==> config.mk <==
export PLATFORM = sky130hd
export DESIGN_NAME = intra4x4_predmode_seq
export DESIGN_NICKNAME = d
export VERILOG_FILES = /design/src/rtl/intra4x4_seq_pkg.sv /design/src/rtl/mb_position_counter.sv /design/src/rtl/intra4x4_predmode_seq.sv
export SDC_FILE = /design/constraint.sdc
export NUM_CORES = 1
export LEC_CHECK = 0
export ABC_AREA = 1
export BUFFER_PORTS_ARGS = -buffer_cell sky130_fd_sc_hd__buf_2
export CAP_MARGIN = 5
export CORE_MARGIN = 3
export CORE_UTILIZATION = 51
export CTS_CLUSTER_DIAMETER = 60
export DETAILED_ROUTE_END_ITERATION = 12
export GPL_ROUTABILITY_DRIVEN = 0
export PLACE_DENSITY = 0.89
export SLEW_MARGIN = 5
export SYNTH_ARGS = -nofsm -noshare
export SYNTH_HDL_FRONTEND = slang
export SYNTH_HIERARCHICAL = 1
export SYNTH_SLANG_ARGS = --single-unit
==> constraint.sdc <==
create_clock -name i_clk -period 2.3 [get_ports i_clk]
set_input_delay 0 -clock i_clk [delete_from_list [all_inputs] [get_ports i_clk]]
set_output_delay 0 -clock i_clk [all_outputs]
set_load 0.005 [all_outputs]
==> src/rtl/intra4x4_seq_pkg.sv <==
// Shared definitions for the Intra4x4 prediction-mode sequencer.
//  - seq_state_e : sequencer FSM states
//  - MB_PRED_IDLE / PREV_* / REM_* : mb_pred_state codes seen by the decoder
//  - NUM_BLK : luma 4x4 blocks per macroblock
package intra4x4_seq_pkg;

    localparam int NUM_BLK = 16;

    // Decoder state codes; the prev/rem values mirror the decoder's define.v.
    localparam logic [2:0] MB_PRED_IDLE                   = 3'd0;
    localparam logic [2:0] PREV_INTRA4X4_PRED_MODE_FLAG_S = 3'd1;
    localparam logic [2:0] REM_INTRA4X4_PRED_MODE_S       = 3'd2;

    typedef enum logic [2:0] {
        S_IDLE  = 3'd0,
        S_WFLAG = 3'd1,
        S_PREV  = 3'd2,
        S_WREM  = 3'd3,
        S_REM   = 3'd4,
        S_DONE  = 3'd5
    } seq_state_e;

endpackage

==> src/rtl/mb_position_counter.sv <==
// Raster macroblock position tracker.
// Ports:
//  i_clk, i_reset      clock, synchronous active-high reset
//  i_pic_start         return to (0,0); wins over i_advance
//  i_advance           step to the next MB in raster order
//  i_width_m1/height_m1 picture size in MBs minus 1
//  o_h, o_v            current MB column / row
//  o_pic_done          1-cycle pulse when stepping past the last MB
module mb_position_counter #(
    parameter int MBW = 8
) (
    input  logic           i_clk,
    input  logic           i_reset,
    input  logic           i_pic_start,
    input  logic           i_advance,
    input  logic [MBW-1:0] i_width_m1,
    input  logic [MBW-1:0] i_height_m1,
    output logic [MBW-1:0] o_h,
    output logic [MBW-1:0] o_v,
    output logic           o_pic_done
);

    logic [MBW-1:0] r_h;
    logic [MBW-1:0] r_v;
    logic           r_pic_done;

    always_ff @(posedge i_clk) begin
        if (i_reset) begin
            r_h        <= '0;
            r_v        <= '0;
            r_pic_done <= 1'b0;
        end else begin
            r_pic_done <= 1'b0;
            if (i_pic_start) begin
                r_h <= '0;
                r_v <= '0;
            end else if (i_advance) begin
                if (r_h == i_width_m1) begin
                    r_h <= '0;
                    if (r_v == i_height_m1) begin
                        r_v        <= '0;
                        r_pic_done <= 1'b1;
                    end else begin
                        r_v <= r_v + MBW'(1);
                    end
                end else begin
                    r_h <= r_h + MBW'(1);
                end
            end
        end
    end

    assign o_h        = r_h;
    assign o_v        = r_v;
    assign o_pic_done = r_pic_done;

endmodule

==> src/rtl/intra4x4_predmode_seq.sv <==
// Intra4x4 prediction-mode sequencer. For each I_NxN macroblock it pulls 16
// (prev_intra4x4_pred_mode_flag, rem_intra4x4_pred_mode) pairs from the parser
// and presents them to the decoder one block at a time, while tracking the
// raster MB position.
// Ports:
//  i_clk, i_reset                 clock, synchronous active-high reset
//  i_pic_start/i_mb_start/i_mb_advance  control pulses
//  i_pic_width_in_mbs_minus1, i_pic_height_in_map_units_minus1  picture size
//  i_se_valid/o_se_ready, i_se_flag, i_se_rem  parser handshake and data
//  o_mb_pred_state, o_luma4x4BlkIdx, o_prev_intra4x4_pred_mode_flag,
//  o_rem_intra4x4_pred_mode        decoder interface
//  o_mb_num_h/o_mb_num_v          MB position
//  o_busy, o_mb_done, o_pic_done, o_proto_err  status
module intra4x4_predmode_seq
    import intra4x4_seq_pkg::*;
#(
    parameter int MBW = 8
) (
    input  logic           i_clk,
    input  logic           i_reset,
    input  logic           i_pic_start,
    input  logic           i_mb_start,
    input  logic           i_mb_advance,
    input  logic [MBW-1:0] i_pic_width_in_mbs_minus1,
    input  logic [MBW-1:0] i_pic_height_in_map_units_minus1,
    input  logic           i_se_valid,
    output logic           o_se_ready,
    input  logic           i_se_flag,
    input  logic [2:0]     i_se_rem,
    output logic [2:0]     o_mb_pred_state,
    output logic [3:0]     o_luma4x4BlkIdx,
    output logic           o_prev_intra4x4_pred_mode_flag,
    output logic [2:0]     o_rem_intra4x4_pred_mode,
    output logic [MBW-1:0] o_mb_num_h,
    output logic [MBW-1:0] o_mb_num_v,
    output logic           o_busy,
    output logic           o_mb_done,
    output logic           o_pic_done,
    output logic           o_proto_err
);

    localparam logic [3:0] LAST_BLK = 4'(NUM_BLK - 1);

    seq_state_e r_state;
    seq_state_e w_next;
    logic [3:0] r_blk;
    logic       r_flag;
    logic [2:0] r_rem;
    logic       r_proto_err;
    logic       w_xfer;
    logic       w_idle;
    logic       w_blk_step;

    assign w_idle = (r_state == S_IDLE);
    assign w_xfer = i_se_valid & o_se_ready;

    // State register
    always_ff @(posedge i_clk) begin
        if (i_reset) r_state <= S_IDLE;
        else         r_state <= w_next;
    end

    // Next-state logic
    always_comb begin
        w_next = r_state;
        case (r_state)
            S_IDLE:  if (i_mb_start) w_next = S_WFLAG;
            S_WFLAG: if (w_xfer)     w_next = S_PREV;
            S_PREV: begin
                if (!r_flag)                w_next = S_WREM;
                else if (r_blk == LAST_BLK) w_next = S_DONE;
                else                        w_next = S_WFLAG;
            end
            S_WREM:  if (w_xfer)     w_next = S_REM;
            S_REM:   w_next = (r_blk == LAST_BLK) ? S_DONE : S_WFLAG;
            S_DONE:  w_next = S_IDLE;
            default: w_next = S_IDLE;
        endcase
    end

    // Outputs decoded from state
    always_comb begin
        o_se_ready      = 1'b0;
        o_busy          = 1'b0;
        o_mb_done       = 1'b0;
        o_mb_pred_state = MB_PRED_IDLE;
        case (r_state)
            S_WFLAG: begin o_se_ready = 1'b1; o_busy = 1'b1; end
            S_PREV:  begin o_busy = 1'b1; o_mb_pred_state = PREV_INTRA4X4_PRED_MODE_FLAG_S; end
            S_WREM:  begin o_se_ready = 1'b1; o_busy = 1'b1; end
            S_REM:   begin o_busy = 1'b1; o_mb_pred_state = REM_INTRA4X4_PRED_MODE_S; end
            S_DONE:  o_mb_done = 1'b1;
            default: ;
        endcase
    end

    // A block ends after PREV with flag=1 or after REM; block 15 stays put so
    // the index holds 15 through DONE and IDLE.
    assign w_blk_step = ((r_state == S_PREV) && r_flag) || (r_state == S_REM);

    always_ff @(posedge i_clk) begin
        if (i_reset) begin
            r_blk <= '0;
        end else if (w_idle && i_mb_start) begin
            r_blk <= '0;
        end else if (w_blk_step && (r_blk != LAST_BLK)) begin
            r_blk <= r_blk + 4'd1;
        end
    end

    // Syntax-element capture; only a completed transfer updates the registers.
    always_ff @(posedge i_clk) begin
        if (i_reset) begin
            r_flag <= 1'b0;
            r_rem  <= '0;
        end else if (w_xfer) begin
            if (r_state == S_WFLAG) r_flag <= i_se_flag;
            if (r_state == S_WREM)  r_rem  <= i_se_rem;
        end
    end

    // Control pulses outside IDLE are dropped and flagged until reset.
    always_ff @(posedge i_clk) begin
        if (i_reset)                                      r_proto_err <= 1'b0;
        else if (!w_idle && (i_mb_start || i_mb_advance)) r_proto_err <= 1'b1;
    end

    mb_position_counter #(.MBW(MBW)) u_pos (
        .i_clk       (i_clk),
        .i_reset     (i_reset),
        .i_pic_start (i_pic_start),
        .i_advance   (i_mb_advance && w_idle),
        .i_width_m1  (i_pic_width_in_mbs_minus1),
        .i_height_m1 (i_pic_height_in_map_units_minus1),
        .o_h         (o_mb_num_h),
        .o_v         (o_mb_num_v),
        .o_pic_done  (o_pic_done)
    );

    assign o_luma4x4BlkIdx                = r_blk;
    assign o_prev_intra4x4_pred_mode_flag = r_flag;
    assign o_rem_intra4x4_pred_mode       = r_rem;
    assign o_proto_err                    = r_proto_err;

endmodule
---- Yosys cells after proc, flatten, opt, wreduce, memory -nomap -nowiden ----
Index checks and enable logic that the tools add are counted.
cells by class
  eq/ne operators ......................... 12
  mux-type cells .......................... 13
  add/sub/neg operators ................... 3
  bitwise operators ....................... 3
  reductions and logical operators ........ 18
operator list
  cell                                                                   number
  8-bit by 1-bit adder with 8-bit output, second input constant          2
  8-bit equality test                                                    2
  8-bit 2-to-1 mux                                                       2
  3-bit 2-to-1 mux                                                       5
  3-bit case mux with 5 select lines                                     1
  4-bit OR reduction                                                     2
  3-bit by 2-bit equality test with 1-bit output, second input constant  2
  3-bit equality test, second input constant                             2
  2-bit != test, second input constant                                   3
  2-bit AND reduction                                                    3
  2-bit OR reduction                                                     3
  1-bit logical AND                                                      5
  4-bit by 1-bit adder with 4-bit output, second input constant          1
  4-bit equality test, second input constant                             1
  1-bit 2-to-1 mux                                                       4
  4-bit != test, second input constant                                   1
  2-bit case mux with 2 select lines                                     1
  3-bit by 1-bit equality test with 1-bit output, second input constant  1
  3-bit logical NOT                                                      1
  3-bit AND reduction                                                    1
  1-bit logical OR                                                       2
  1-bit NOT                                                              2
  1-bit AND                                                              1
  1-bit logical NOT                                                      1
storage, ports and cells
  bits in registers ....................... 29
  word-level logic and storage cells ...... 57
  bits of input ports ..................... 26
  output and inout bits ................... 32

---- Depth between registers and ports, before layout ----
  word-level depth ........................ 6
  mapped depth ............................ 11
  gate-level depth less buffers ........... 10

---- By module ----
The synthesis kept the hierarchy.
by module, submodules not included
  module                 seq. area each (um2)  area each (um2)  instances  cells an instance
  mb_position_counter    340.3                 1138.6           1          185
  intra4x4_predmode_seq  240.2                 694.4            1          98

---- Least setup slack after synthesis ----
No wires, ideal clock.
  path type ............................... flip-flop to flip-flop
  from .................................... register r_state[1]
  to ...................................... register u_pos.r_h[4] (netlist: u_pos/o_h[4])
  data required time ...................... 2190 ps
  period minus slack after synthesis ...... 1704 ps
  stages on the path, launching flop included .. 12
  path buffers ............................ 1
  arrival ................................. 1594 ps
  path slack .............................. 596 ps
  library setup time ...................... 110 ps
  path through ............................ dfxtp_1 -> buf_6 -> nor2_4 -> nand2_1 -> nor2_1 -> inv_2 -> a21oi_1 -> nand3_2 -> nor2_8 -> nor2_1 -> nand3b_1 -> inv_1
between the ends
  longest elaborated chain between the ends .. 2
RTL lines
  element                   RTL line                      text
  start: declaration        intra4x4_predmode_seq.sv:44   seq_state_e r_state;
  start signal: assignment  intra4x4_predmode_seq.sv:60   else r_state <= w_next;
  3-bit logical NOT         intra4x4_predmode_seq.sv:54   assign w_idle = (r_state == S_IDLE);
  1-bit logical AND         intra4x4_predmode_seq.sv:132  .i_advance (i_mb_advance && w_idle),
  end signal: assignment    mb_position_counter.sv:47     r_h <= r_h + MBW'(1);
  end: declaration          mb_position_counter.sv:23     logic [MBW-1:0] r_h;
Every way passes these cells.
A chain may end at the register's enable or synchronous reset.

---- Worst setup path in the final report ----
  from .................................... register r_state[1]
  to ...................................... register u_pos.r_h[2] (netlist: u_pos/o_h[2])
The elaborated chain is that of the path after synthesis.

==> flow_summary.toml <==
[placement]
pre_cts_ws_ps = 413
place_hpwl_um = 3290
portBuffers = 56

[power_and_ir_drop]
comb_power_share = 0.205
pwr-share-clk = 0.288
switching_share = 0.293
p_int_mw = 0.754
leakage_nw = 1.25
switching_power_mw = 0.313
p_total_mw = 1.07
power_density_mw_per_mm2 = 464
seq_power_share = 0.507
ir_worst_vdd_uv = 412

[route]
drc = 0
first_pass_iters = 4
wl_um = 4330
viasPerCell = 4.92
drtIter0Drc = 163
wl_per_cell_um = 10.8
vias = 1963
ant_nets = 0

[critical_path]
crit_type = "reg2reg"
critical_path_required_ps = 2510
cp_slowest_cell = "dfxtp_1"
endpoint_kind = "register"
cp_top_family = "simple AND/OR/NAND/NOR gates"
path_buf_inv = 2
crit_path_start_kind = "register"
worstPathArrival_ps = 2140
crit_path_max_fanout = 9
cp_common_cell = "nor2_1"
critical-path-max-stage-delay_ps = 420
worstPathCellList = "nor2_4, nand2_1, nor2_1, inv_2, a21oi_1, nand3_2, nor2_8, nor2_1, nand3b_1, inv_1"

[timing]
setup-tns-final_ps = 0
fin_ws_ps = 374
holdWs_ps = 74.3
period_needed_ps = 1930
max_freq_mhz = 519
slew_violations = 0
hold_viol_final = 0
finalSetupViolCount = 0
finalCritPeriodShare = 0.837
rsz0062_at_grt = "false"
fin_worst_skew_ps = 8.86

[global_route]
grt_max_degree = 12
antenna_found_initial = 0
grt_pass1_vias = 1816
grt_pass1_wl_um = 7400
grt_usage = 0.215
grt_overflow = 0

[synthesis]
muxShareOfSynthArea = 0
synth-adder-area-share = 0.0205
synthesis.nets = 312
synthCells = 283
synth.distinct_cells = 28
ys.warnings.count = 6
synth_seq_cells = 29
synth_area_mm2 = 0.00183
syn-mean-instance-area_um2 = 6.48
synth-xor-area-share = 0.0478
synth_top_family_by_area = "simple AND/OR/NAND/NOR gates"
seq_area_frac_synth = 0.317
synth_compound_area_frac = 0.0894
yosys.area_share.simple = 0.411

[cts]
insertion_delay_ps = 310
clockBufferDepth = 2
holdBufCountCts = 9
cts.sink_count = 29
cts_tree = "built"
cts_resized = 0
clk_root_buffer_cell = "clkbuf_4"
cts_made_buffers = 5
cts_setup_buffers = 0
clk_pin_slew_ps = 80
h-tree-depth = 2

[final_layout]
nets = 382
syn_to_final_growth_pct = 25.5
drive_above_1_share = 0.269
fill_cells = 306
diodes = 0

[floorplanning]
ios = 58
die_x_um = 66.0
start_util = 0.541
rows = 21
die-area_mm2 = 0.00435
coreArea_mm2 = 0.00339
die_h_um = 66.0

[outcome]
status = "finished clean"

[job]
cap_violations = 0

[min_path]
hold_class = "in2reg"
through the flow:
stage,area (um2),util,cells
3_5_place_dp,2160,0.636,383
6_report,2300,0.679,399
3_3_place_gp,2160,0.636,383
2_1_floorplan,1830,-,283
5_1_grt,2300,0.679,399
4_1_cts,2300,0.679,399
path summary, 6_finish.rpt:
check | slack (ps) | start | end | depth (start not counted)
hold reg to reg | 460 | o_rem_intra4x4_pred_mode[2] | o_rem_intra4x4_pred_mode[2] | 2
hold / removal | 70 | i_se_valid | o_rem_intra4x4_pred_mode[2] | 4
setup / recovery | 370 | r_state[1] | u_pos/o_h[2] | 10
setup reg to reg | 370 | r_state[1] | u_pos/o_h[2] | 10
cells by family after synthesis:
group | Yosys count
simple gates | 156
compound gates | 32
buf+inv | 52
xor+xnor | 10
fa+ha+maj | 3
other cells | 1
flops | 29
worst reg2reg max path, stage by stage, from the launching register on:
cell and delay [ps]:
dfxtp_1 420, nor2_4 200, nand2_1 100, nor2_1 240, inv_2 100, a21oi_1 160, nand3_2 150, nor2_8 210
nor2_1 110, nand3b_1 100, inv_1 40
area by class of cell:
class	count	area [um2]	share of cell area
clock buffer	7	55.1	0.0239
inverter	49	184	0.0799
multi-input combinational	202	1050	0.455
sequential	29	581	0.252
tap	46	57.6	0.0250
timing repair buffer	66	378	0.164
layer usage:
metal,GRT usage,routed length [um],part of all wire,vias to the layer above
li1,-,-,-,1034
met1,0.248,2000,0.46,874
met2,0.383,2070,0.48,53
met3,0.0391,227,0.052,2
met4,0.0914,31,0.0072,0
met5,0,0,0,-
cells in the final DEF (no fill, tap or decap):
cell type and count:
a21oi_1 19, conb_1 1, dlygate4sd3_1 9, nor2_1 23, nand2_1 79, buf_4 1, buf_2 56, o21ai_1 6
nand3_2 6, o21ai_0 6, nor3_2 1, inv_1 37, nor3_1 2, inv_2 11, a21oi_2 1, nand2_4 3
dfxtp_1 29, nand3_1 22, nor2_4 1, xor2_1 4, clkbuf_8 1, xnor2_1 6, clkbuf_4 5, nor2_8 1
ha_1 3, clkinv_1 1, nand4_1 8, nor2_2 2, nand2_2 6, nand3b_1 2, clkbuf_1 1
synth_stat cells:
| cell type | count | share of area |
|---|---|---|
| nand4_1 | 8 | 0.027 |
| nor3_1 | 2 | 0.0055 |
| dfxtp_1 | 29 | 0.32 |
| conb_1 | 1 | 0.0020 |
| nand2_1 | 79 | 0.16 |
| a21oi_1 | 19 | 0.052 |
| nand2_2 | 6 | 0.020 |
| clkinv_1 | 1 | 0.0020 |
| a21oi_2 | 1 | 0.0048 |
| inv_2 | 11 | 0.023 |
| nand2_4 | 3 | 0.018 |
| nor2_4 | 1 | 0.0061 |
| nor3_2 | 1 | 0.0055 |
| nor2_8 | 1 | 0.011 |
| xor2_1 | 4 | 0.019 |
| nand3_1 | 22 | 0.060 |
| nor2_1 | 23 | 0.047 |
| o21ai_1 | 6 | 0.016 |
| nor2_2 | 2 | 0.0068 |
| xnor2_1 | 6 | 0.029 |
| buf_1 | 1 | 0.0020 |
| ha_1 | 3 | 0.020 |
| nand3b_1 | 2 | 0.0082 |
| nand3_2 | 6 | 0.033 |
| buf_4 | 1 | 0.0041 |
| inv_1 | 37 | 0.076 |
| o21ai_0 | 6 | 0.016 |
| buf_6 | 1 | 0.0061 |
sequential cells by signal, indices dropped and copies added, names as in the netlist:
register                        cells
u_pos/o_v                           8
o_luma4x4BlkIdx                     4
u_pos/o_h                           8
r_state                             3
u_pos/o_pic_done                    1
o_prev_intra4x4_pred_mode_flag      1
o_rem_intra4x4_pred_mode            3
o_proto_err                         1
power by group through the flow:
| stage | clock (mW) | combinational, mW | sequential [mW] |
|---|---|---|---|
| after floorplan | 0 | 0.146 | 0.543 |
| after global placement | 0 | 0.198 | 0.550 |
| after detailed placement | 0 | 0.203 | 0.551 |
| after CTS | 0.318 | 0.217 | 0.540 |
| after global routing | 0.338 | 0.246 | 0.543 |
| final | 0.307 | 0.219 | 0.540 |
Note: power is estimated with default switching activity, not from simulation.
